File: src/rtl/time_keeper.sv
// Timekeeping core: divides CLK to one-second ticks and keeps h:mm:ss AM/PM.
// A two-switch set mode adjusts hour and minute; outputs are all registered.
module time_keeper #(
  parameter int unsigned TICKS_PER_SEC = 1000
) (
  input  logic       CLK,
  input  logic       RST,
  input  logic       TIMESET_RUN,
  input  logic       SW_F1,
  input  logic       SW_F2,
  output logic       AMPM,
  output logic [3:0] HOUR,
  output logic [2:0] MINHIGH,
  output logic [3:0] MINLOW,
  output logic [2:0] SECHIGH,
  output logic [3:0] SECLOW,
  output logic       SEC_TICK,
  output logic       MIN_TICK,
  output logic       SET_FIELD
);

  localparam int unsigned PW = (TICKS_PER_SEC > 1) ? $clog2(TICKS_PER_SEC) : 1;
  localparam logic [PW-1:0] TERM_CNT = PW'(TICKS_PER_SEC - 1);

  typedef enum logic [1:0] {
    RUN      = 2'd0,
    SET_HOUR = 2'd1,
    SET_MIN  = 2'd2
  } state_e;

  // Bit 0 = TIMESET_RUN, bit 1 = SW_F1, bit 2 = SW_F2.
  logic [2:0] raw_in;
  logic [2:0] sync1_q, sync2_q, dly_q;
  logic [2:0] rise;
  logic       ts_lvl, f1_rise, f2_rise;

  state_e        state_q, state_d;
  logic [PW-1:0] presc_q, presc_d;
  logic          ampm_q, ampm_d;
  logic [3:0]    hour_q, hour_d;
  logic [2:0]    minh_q, minh_d;
  logic [3:0]    minl_q, minl_d;
  logic [2:0]    sech_q, sech_d;
  logic [3:0]    secl_q, secl_d;
  logic          sec_tick_q, sec_tick_d;
  logic          min_tick_q, min_tick_d;
  logic          set_field_q, set_field_d;

  logic          min_carry, min_step, hour_step, min_wrap;

  assign raw_in  = {SW_F2, SW_F1, TIMESET_RUN};
  assign rise    = sync2_q & ~dly_q;
  assign ts_lvl  = sync2_q[0];
  assign f1_rise = rise[1];
  assign f2_rise = rise[2];

  // Two-stage synchronizer followed by an edge-detect delay stage.
  always_ff @(posedge CLK or negedge RST) begin
    if (!RST) begin
      sync1_q <= '0;
      sync2_q <= '0;
      dly_q   <= '0;
    end else begin
      sync1_q <= raw_in;
      sync2_q <= sync1_q;
      dly_q   <= sync2_q;
    end
  end

  always_ff @(posedge CLK or negedge RST) begin
    if (!RST) begin
      state_q     <= RUN;
      presc_q     <= '0;
      ampm_q      <= 1'b0;
      hour_q      <= '0;
      minh_q      <= '0;
      minl_q      <= '0;
      sech_q      <= '0;
      secl_q      <= '0;
      sec_tick_q  <= 1'b0;
      min_tick_q  <= 1'b0;
      set_field_q <= 1'b0;
    end else begin
      state_q     <= state_d;
      presc_q     <= presc_d;
      ampm_q      <= ampm_d;
      hour_q      <= hour_d;
      minh_q      <= minh_d;
      minl_q      <= minl_d;
      sech_q      <= sech_d;
      secl_q      <= secl_d;
      sec_tick_q  <= sec_tick_d;
      min_tick_q  <= min_tick_d;
      set_field_q <= set_field_d;
    end
  end

  always_comb begin
    state_d    = state_q;
    presc_d    = presc_q;
    ampm_d     = ampm_q;
    hour_d     = hour_q;
    minh_d     = minh_q;
    minl_d     = minl_q;
    sech_d     = sech_q;
    secl_d     = secl_q;
    sec_tick_d = 1'b0;
    min_tick_d = 1'b0;
    min_carry  = 1'b0;
    min_step   = 1'b0;
    hour_step  = 1'b0;
    min_wrap   = 1'b0;

    case (state_q)
      RUN: begin
        // Entering set mode takes priority over a coincident terminal count.
        if (ts_lvl) begin
          state_d = SET_HOUR;
          presc_d = '0;
          sech_d  = '0;
          secl_d  = '0;
        end else if (presc_q == TERM_CNT) begin
          presc_d    = '0;
          sec_tick_d = 1'b1;
          if (secl_q >= 4'd9) begin
            secl_d = '0;
            if (sech_q >= 3'd5) begin
              sech_d    = '0;
              min_carry = 1'b1;
            end else begin
              sech_d = sech_q + 3'd1;
            end
          end else begin
            secl_d = secl_q + 4'd1;
          end
        end else begin
          presc_d = presc_q + PW'(1);
        end
      end
      SET_HOUR, SET_MIN: begin
        presc_d = '0;
        sech_d  = '0;
        secl_d  = '0;
        if (!ts_lvl) begin
          state_d = RUN;
        end else begin
          if (f2_rise) begin
            if (state_q == SET_HOUR) hour_step = 1'b1;
            else                     min_step  = 1'b1;
          end
          if (f1_rise) state_d = (state_q == SET_HOUR) ? SET_MIN : SET_HOUR;
        end
      end
      default: begin
        state_d = RUN;
        presc_d = '0;
      end
    endcase

    // Minute increment; only a run-mode carry propagates into the hour.
    if (min_carry || min_step) begin
      if (minl_q >= 4'd9) begin
        minl_d = '0;
        if (minh_q >= 3'd5) begin
          minh_d   = '0;
          min_wrap = 1'b1;
        end else begin
          minh_d = minh_q + 3'd1;
        end
      end else begin
        minl_d = minl_q + 4'd1;
      end
    end
    min_tick_d = min_carry;
    if (min_carry && min_wrap) hour_step = 1'b1;

    if (hour_step) begin
      if (hour_q >= 4'd11) begin
        hour_d = '0;
        ampm_d = ~ampm_q;
      end else begin
        hour_d = hour_q + 4'd1;
      end
    end

    set_field_d = (state_d == SET_MIN);
  end

  assign AMPM      = ampm_q;
  assign HOUR      = hour_q;
  assign MINHIGH   = minh_q;
  assign MINLOW    = minl_q;
  assign SECHIGH   = sech_q;
  assign SECLOW    = secl_q;
  assign SEC_TICK  = sec_tick_q;
  assign MIN_TICK  = min_tick_q;
  assign SET_FIELD = set_field_q;

endmodule

File: config.mk
export PLATFORM = sky130hd
export DESIGN_NAME = time_keeper
export DESIGN_NICKNAME = d
export VERILOG_FILES = /design/src/rtl/time_keeper.sv
export SDC_FILE = /design/constraint.sdc
export NUM_CORES = 1
export LEC_CHECK = 0
export CORE_MARGIN = 2
export CORE_UTILIZATION = 45
export DETAILED_ROUTE_END_ITERATION = 10
export DONT_BUFFER_PORTS = 1
export PLACE_DENSITY_LB_ADDON = 0.12
export SKIP_LAST_GASP = 1
export SYNTH_ARGS = -nofsm -noshare
export SYNTH_HDL_FRONTEND = slang
export SYNTH_SLANG_ARGS = --single-unit
File: constraint.sdc
create_clock -name CLK -period 2.3 [get_ports CLK]
set_input_delay 0.115 -clock CLK [delete_from_list [all_inputs] [get_ports CLK]]
set_output_delay 0.115 -clock CLK [all_outputs]
set_load 0.005 [all_outputs]
# After elaboration in Yosys (flattened, before gate mapping)
# Index checks and enable logic that the tools add are counted.
# totals
regBits	43
input_bits	5
word_cells	83
output_inout_bits	22
# op_classes
bitwise_logic	3
eq_ne	6
n_addsub	6
muxes	40
n_lt_le_gt_ge	5
reduce_logical	9
# op_table
cell	count
10-bit 2-to-1 mux	3
1-bit 2-to-1 mux	20
4-bit 2-to-1 mux	5
3-bit 2-to-1 mux	5
4-bit by 1-bit adder with 4-bit output (second input constant)	3
4-bit >= comparator (second input constant)	3
10-bit by 1-bit adder with 10-bit output (second input constant)	1
10-bit equality test (second input constant)	1
2-bit 2-to-1 mux	4
4-bit one-hot mux with 2 select lines	1
3-bit by 1-bit adder with 3-bit output (second input constant)	2
3-bit >= comparator (second input constant)	2
3-bit != test (second input constant)	2
3-bit one-hot mux with 2 select lines	1
2-bit AND reduction	3
2-bit equality test (second input constant)	2
2-bit one-hot mux with 2 select lines	1
3-bit bitwise AND	1
3-bit NOT	1
3-bit AND reduction	1
2-bit by 1-bit equality test with 1-bit output (second input constant)	1
2-bit logical NOT	1
2-bit nonzero test	1
2-bit OR reduction	1
3 further kinds	3

# Logic depth before layout (Yosys ltp)
# logic_depth
depth_word	11
depth_mapped	8
ltp_nobuf	7

# Worst setup path before layout
# OpenSTA, ideal clock, no wires.
# synth_path
kind	flip-flop to flip-flop
startpoint	register state_q[0]
endpoint	register minh_q[0], in the netlist MINHIGH[0]
setup_time_ns	0.125
t_required_ns	2.175
synth_period_minus_slack_ns	1.979
setup_slack_ns	0.321
path_buffers	1
arrival_ns	1.854
stages_incl_launch_ff	9
path_cell_list	dfrtp_1 inv_1 ha_1 nand2b_4 nor4_4 a21o_2 buf_6 and2_4 mux2_4
# synth_via
elab_chain_cells	7
elab_cells_between_ends	11
cone_classes	eq/ne (2); mux (5); reduce/logical (4)
# synth_rtl
item	line_no	text
from (decl)	37	state_e state_q, state_d;
from (signal assigned)	84	state_q <= state_d;
2-bit by 1-bit equality test with 1-bit output	114, 148	
1-bit 2-to-1 mux	148	if (state_q == SET_HOUR) hour_step = 1'b1;
1-bit 2-to-1 mux	147	if (f2_rise) begin
1-bit 2-to-1 mux	144	if (!ts_lvl) begin
1-bit 2-to-1 mux	114	case (state_q)
1-bit logical OR (*)	161	if (min_carry || min_step) begin
2-bit AND reduction (no line) (*)	-	
to (signal assigned)	88	minh_q <= minh_d;
to (decl)	41	logic [2:0] minh_q, minh_d;
# Mark *: on every way between the ends. The rest lies on a longest branch, timed or not.
# A chain may end at the register's enable or synchronous reset.

# Worst setup path in the final report
# layout_path
startpoint	register secl_q[0], in the netlist SECLOW[0]
endpoint	register minh_q[0], in the netlist MINHIGH[0]
# layout_via
elab_chain_cells	7
# layout_rtl
item	line_no	text
from (decl)	44	logic [3:0] secl_q, secl_d;
from (signal assigned)	91	secl_q <= secl_d;
4-bit >= comparator	125	if (secl_q >= 4'd9) begin
1-bit 2-to-1 mux	125	
1-bit 2-to-1 mux	122	end else if (presc_q == TERM_CNT) begin
1-bit 2-to-1 mux	117	if (ts_lvl) begin
1-bit 2-to-1 mux	114	
1-bit logical OR	161	
2-bit AND reduction (no line)	-	
# No other way between the ends.

==> flow_summary.ini <==
[setup_path]
cells_traversed_along_the_worst_timing_path = inv_1 -> ha_1 -> nor3b_1 -> nor3b_1 -> a21o_2 -> and2_4 -> mux2_4
endpoint_kind = register
critical_path_cell_with_the_highest_stage_delay = dfrtp_1
critPathRequiredTime_ns = 2.48
cp_top_family = simple AND/OR/NAND/NOR gates
startpoint_type = register
r2r_start = SECLOW[0]
path_common_cell = nor3b_1
rr_worst_depth = 7
worstPathArrival_ns = 2.28
crit-reg2reg-capture = MINHIGH[0]
worstPathBufferInverterCount = 1
crit_path_launch = SECLOW[0]
regToRegSetupSlack_ns = 0.21
critical_path.max_fanout = 5
worstSetupPathType = reg2reg
timing.critical_path.slowest_cell_delay_ns = 0.45

[logic_synthesis]
post-synth-top-area-cell = dfrtp_1
synth_top_family_by_area = simple AND/OR/NAND/NOR gates
ys_async_sr_fraction = 1.00
synth.top_cell.area_share = 0.501
syn_nets = 209
post_synth_and_or_nand_nor_area_fraction = 0.193
synth_seq_area_share = 0.501
yosys.cell_types.count = 48
synthXorXnorAreaFrac = 0.0293
ys_top_cells_by_area = dfrtp_1 50%, ha_1 9.0%, o21ai_0 3.1%
synth_compound_gate_area_share = 0.131
synthMostInstantiatedCell = dfrtp_1
yosys_warnings = 0
postSynth.topFlopCell = dfrtp_1
synth-adder-area-share = 0.0896
syn-mean-instance-area_um2 = 11.1
muxShareOfSynthArea = 0.0269
synth_enable_flop_cells = 0
post_synth_inst_count = 189
synth.ff_latch_count = 42
post_synth_most_frequent_cells = 42 x dfrtp_1, 16 x nor2_1, 15 x ha_1, 13 x o21ai_0, 12 x inv_1
post_synth_instance_area_mm2 = 0.00210

[timing]
report.final.slew_viol_count = 0
minimum_setup_slack_in_the_final_design_ns = 0.206
fin_tns_setup_ns = 0
grt_setup_unrepaired = no
final.period_utilization = 0.910
worstMarginPinSlew_ns = 0.442
finalHoldWorstSlack_ns = 0.301
hold_violations = 0
setup-violations-final = 0
max_clock_freq_ghz = 0.478
timing.clock.skew_ns = 0.00883
period_minus_slack_ns = 2.09
timing.slew.headroom = 0.703

[finish]
area_delta_synth_final_pct = 11.3
nNetsFinal = 221
antenna-diode-count = 0
layout-drive-gt1-share = 0.124
non_filler_cells_in_the_finished_layout = 253

[placed_design]
dp.final_hpwl_mm = 2.84
dp.cells = 241
portBuffers = 0
gp_routability_congestion = 0.790
pre_cts_slack_ns = 0.189

[run_status]
outcome = completed

[clock_network]
clock_buffers_created_by_tritoncts = 5
post_cts.resized_instances = 0
clock_tree.root_cell = clkbuf_8
clk_transition_reported_paths_ns = 0.08
cts.path.max_buffers = 2
postCtsSetupRepairBufs = 0
htreeDepth = 2
clk-insertion-delay-late_ns = 0.29
cts_num_sinks = 42
clock_tree_from_tritoncts = built

[die]
top_level_ports = 27
die_y_um = 72.2
design.die.area_mm2 = 0.00522
initial_core_util = 0.475
die_x_um = 72.2
rows = 24
core-area_mm2 = 0.00441

[detailed_routing]
detailroute.via_count = 1449
drc_errors = 0
first_pass_iters = 4
route.detailed.vias_per_inst = 5.73
routed_wirelength_mm = 3.96
detail_route.iter0.violations = 96
drt.antenna.violating_nets = 0
wl_per_cell_um = 15.7

[grt]
overflow = 0
grt_pass1_vias = 1523
first_pass_grt_wire_length_mm = 6.86
track_usage = 0.171
grt_max_degree = 43
grt_antenna_before_repair = 0

[power]
irDropWorstVdd_mv = 0.511
power.leakage_nw = 1.10
power.density_mw_per_mm2 = 934

[job]
drv_cap = 0

[worst_hold_path]
min_path_type = in2async
[worst max path at each step]
stage | endpoint | slack, ns | cells past startpoint
floorplan | MINHIGH[0] | 0.32 | 8
global placement | MINHIGH[0] | 0.28 | 7
detailed placement | MINHIGH[0] | 0.19 | 7
CTS | MINHIGH[0] | 0.18 | 7
global route | MINLOW[0] | 0.008 | 8
finish | MINHIGH[0] | 0.21 | 7
[kinds of logic (layout without fill, tap and decap cells)]
| group | Yosys count | in the layout |
|---|---|---|
| AOI/OAI and AO/OA | 39 | 39 |
| adders and majority gates | 15 | 15 |
| DFF | 42 | 42 |
| xor gates and xnor gates | 7 | 7 |
| and+or+nand+nor | 67 | 67 |
| muxes | 5 | 5 |
| buffers and inverters | 14 | 26 |
[where the power goes]
part           switching (W)  total, W  internal [W]
logic               0.000355  0.000598      0.000243
clock network       0.000244  0.000591      0.000347
registers           0.000144  0.000989      0.000845
total               0.000744   0.00218       0.00143
[cell usage in the layout (no fill, tap or decap), types with 2 or more instances in the layout]
cell type,netlist,final
o31a_1,2,2
inv_1,12,12
o21ai_0,13,13
dfrtp_1,42,42
nor2b_1,3,3
nand2b_1,5,5
ha_1,15,15
o31ai_1,2,2
nor2_1,16,16
nor3b_1,3,3
nor3_1,3,3
buf_4,0,2
nand3_1,7,7
a31oi_1,2,2
clkbuf_8,0,6
o2bb2ai_1,4,4
a21oi_1,5,5
and3_1,3,3
mux2i_1,3,3
nand2_1,11,11
dlygate4sd3_1,0,4
a41oi_1,3,3
nand3b_1,2,2
xor2_1,6,6
[flip-flops by register name, summed over array words and instances, names as in the netlist]
signal	count
SEC_TICK	1
SECHIGH	3
MINLOW	4
presc_q	10
MINHIGH	3
sync1_q	3
sync2_q	3
SET_FIELD	1
state_q	2
SECLOW	4
dly_q	2
HOUR	4
AMPM	1
MIN_TICK	1
[layer usage]
metal | wire length, um | vias to the layer above | share of wire | global-route usage
met5 | 0 | - | 0 | 0
met4 | 71 | 0 | 0.018 | 0.0755
met3 | 177 | 8 | 0.045 | 0.0500
met2 | 1970 | 31 | 0.50 | 0.286
met1 | 1750 | 721 | 0.44 | 0.203
li1 | - | 689 | - | -
[metrics by stage]
stage / power (W) / utilization / cell area [um^2]
after floorplan: 0.00143 / - / 2100
after global placement: 0.00153 / 0.490 / 2160
after detailed placement: 0.00158 / 0.490 / 2160
after CTS: 0.00219 / 0.529 / 2330
after global routing: 0.00233 / 0.529 / 2330
final: 0.00218 / 0.529 / 2330
[repair_timing]
action / CTS / global route
setup endpoints to repair: 0 / 0
hold endpoints to repair: 45 / 0
hold buffers: 5 / 0
[area by class of cell]
class / count / area [um^2]
Tap cell: 52 / 65.1
Clock inverter: 1 / 30.0
Fill cell: 395 / 2080
Sequential cell: 42 / 1050
Inverter: 12 / 45.0
Clock buffer: 6 / 82.6
Timing Repair Buffer: 7 / 75.1
Multi-Input combinational cell: 133 / 985
Power figures use the tool's default switching activity.
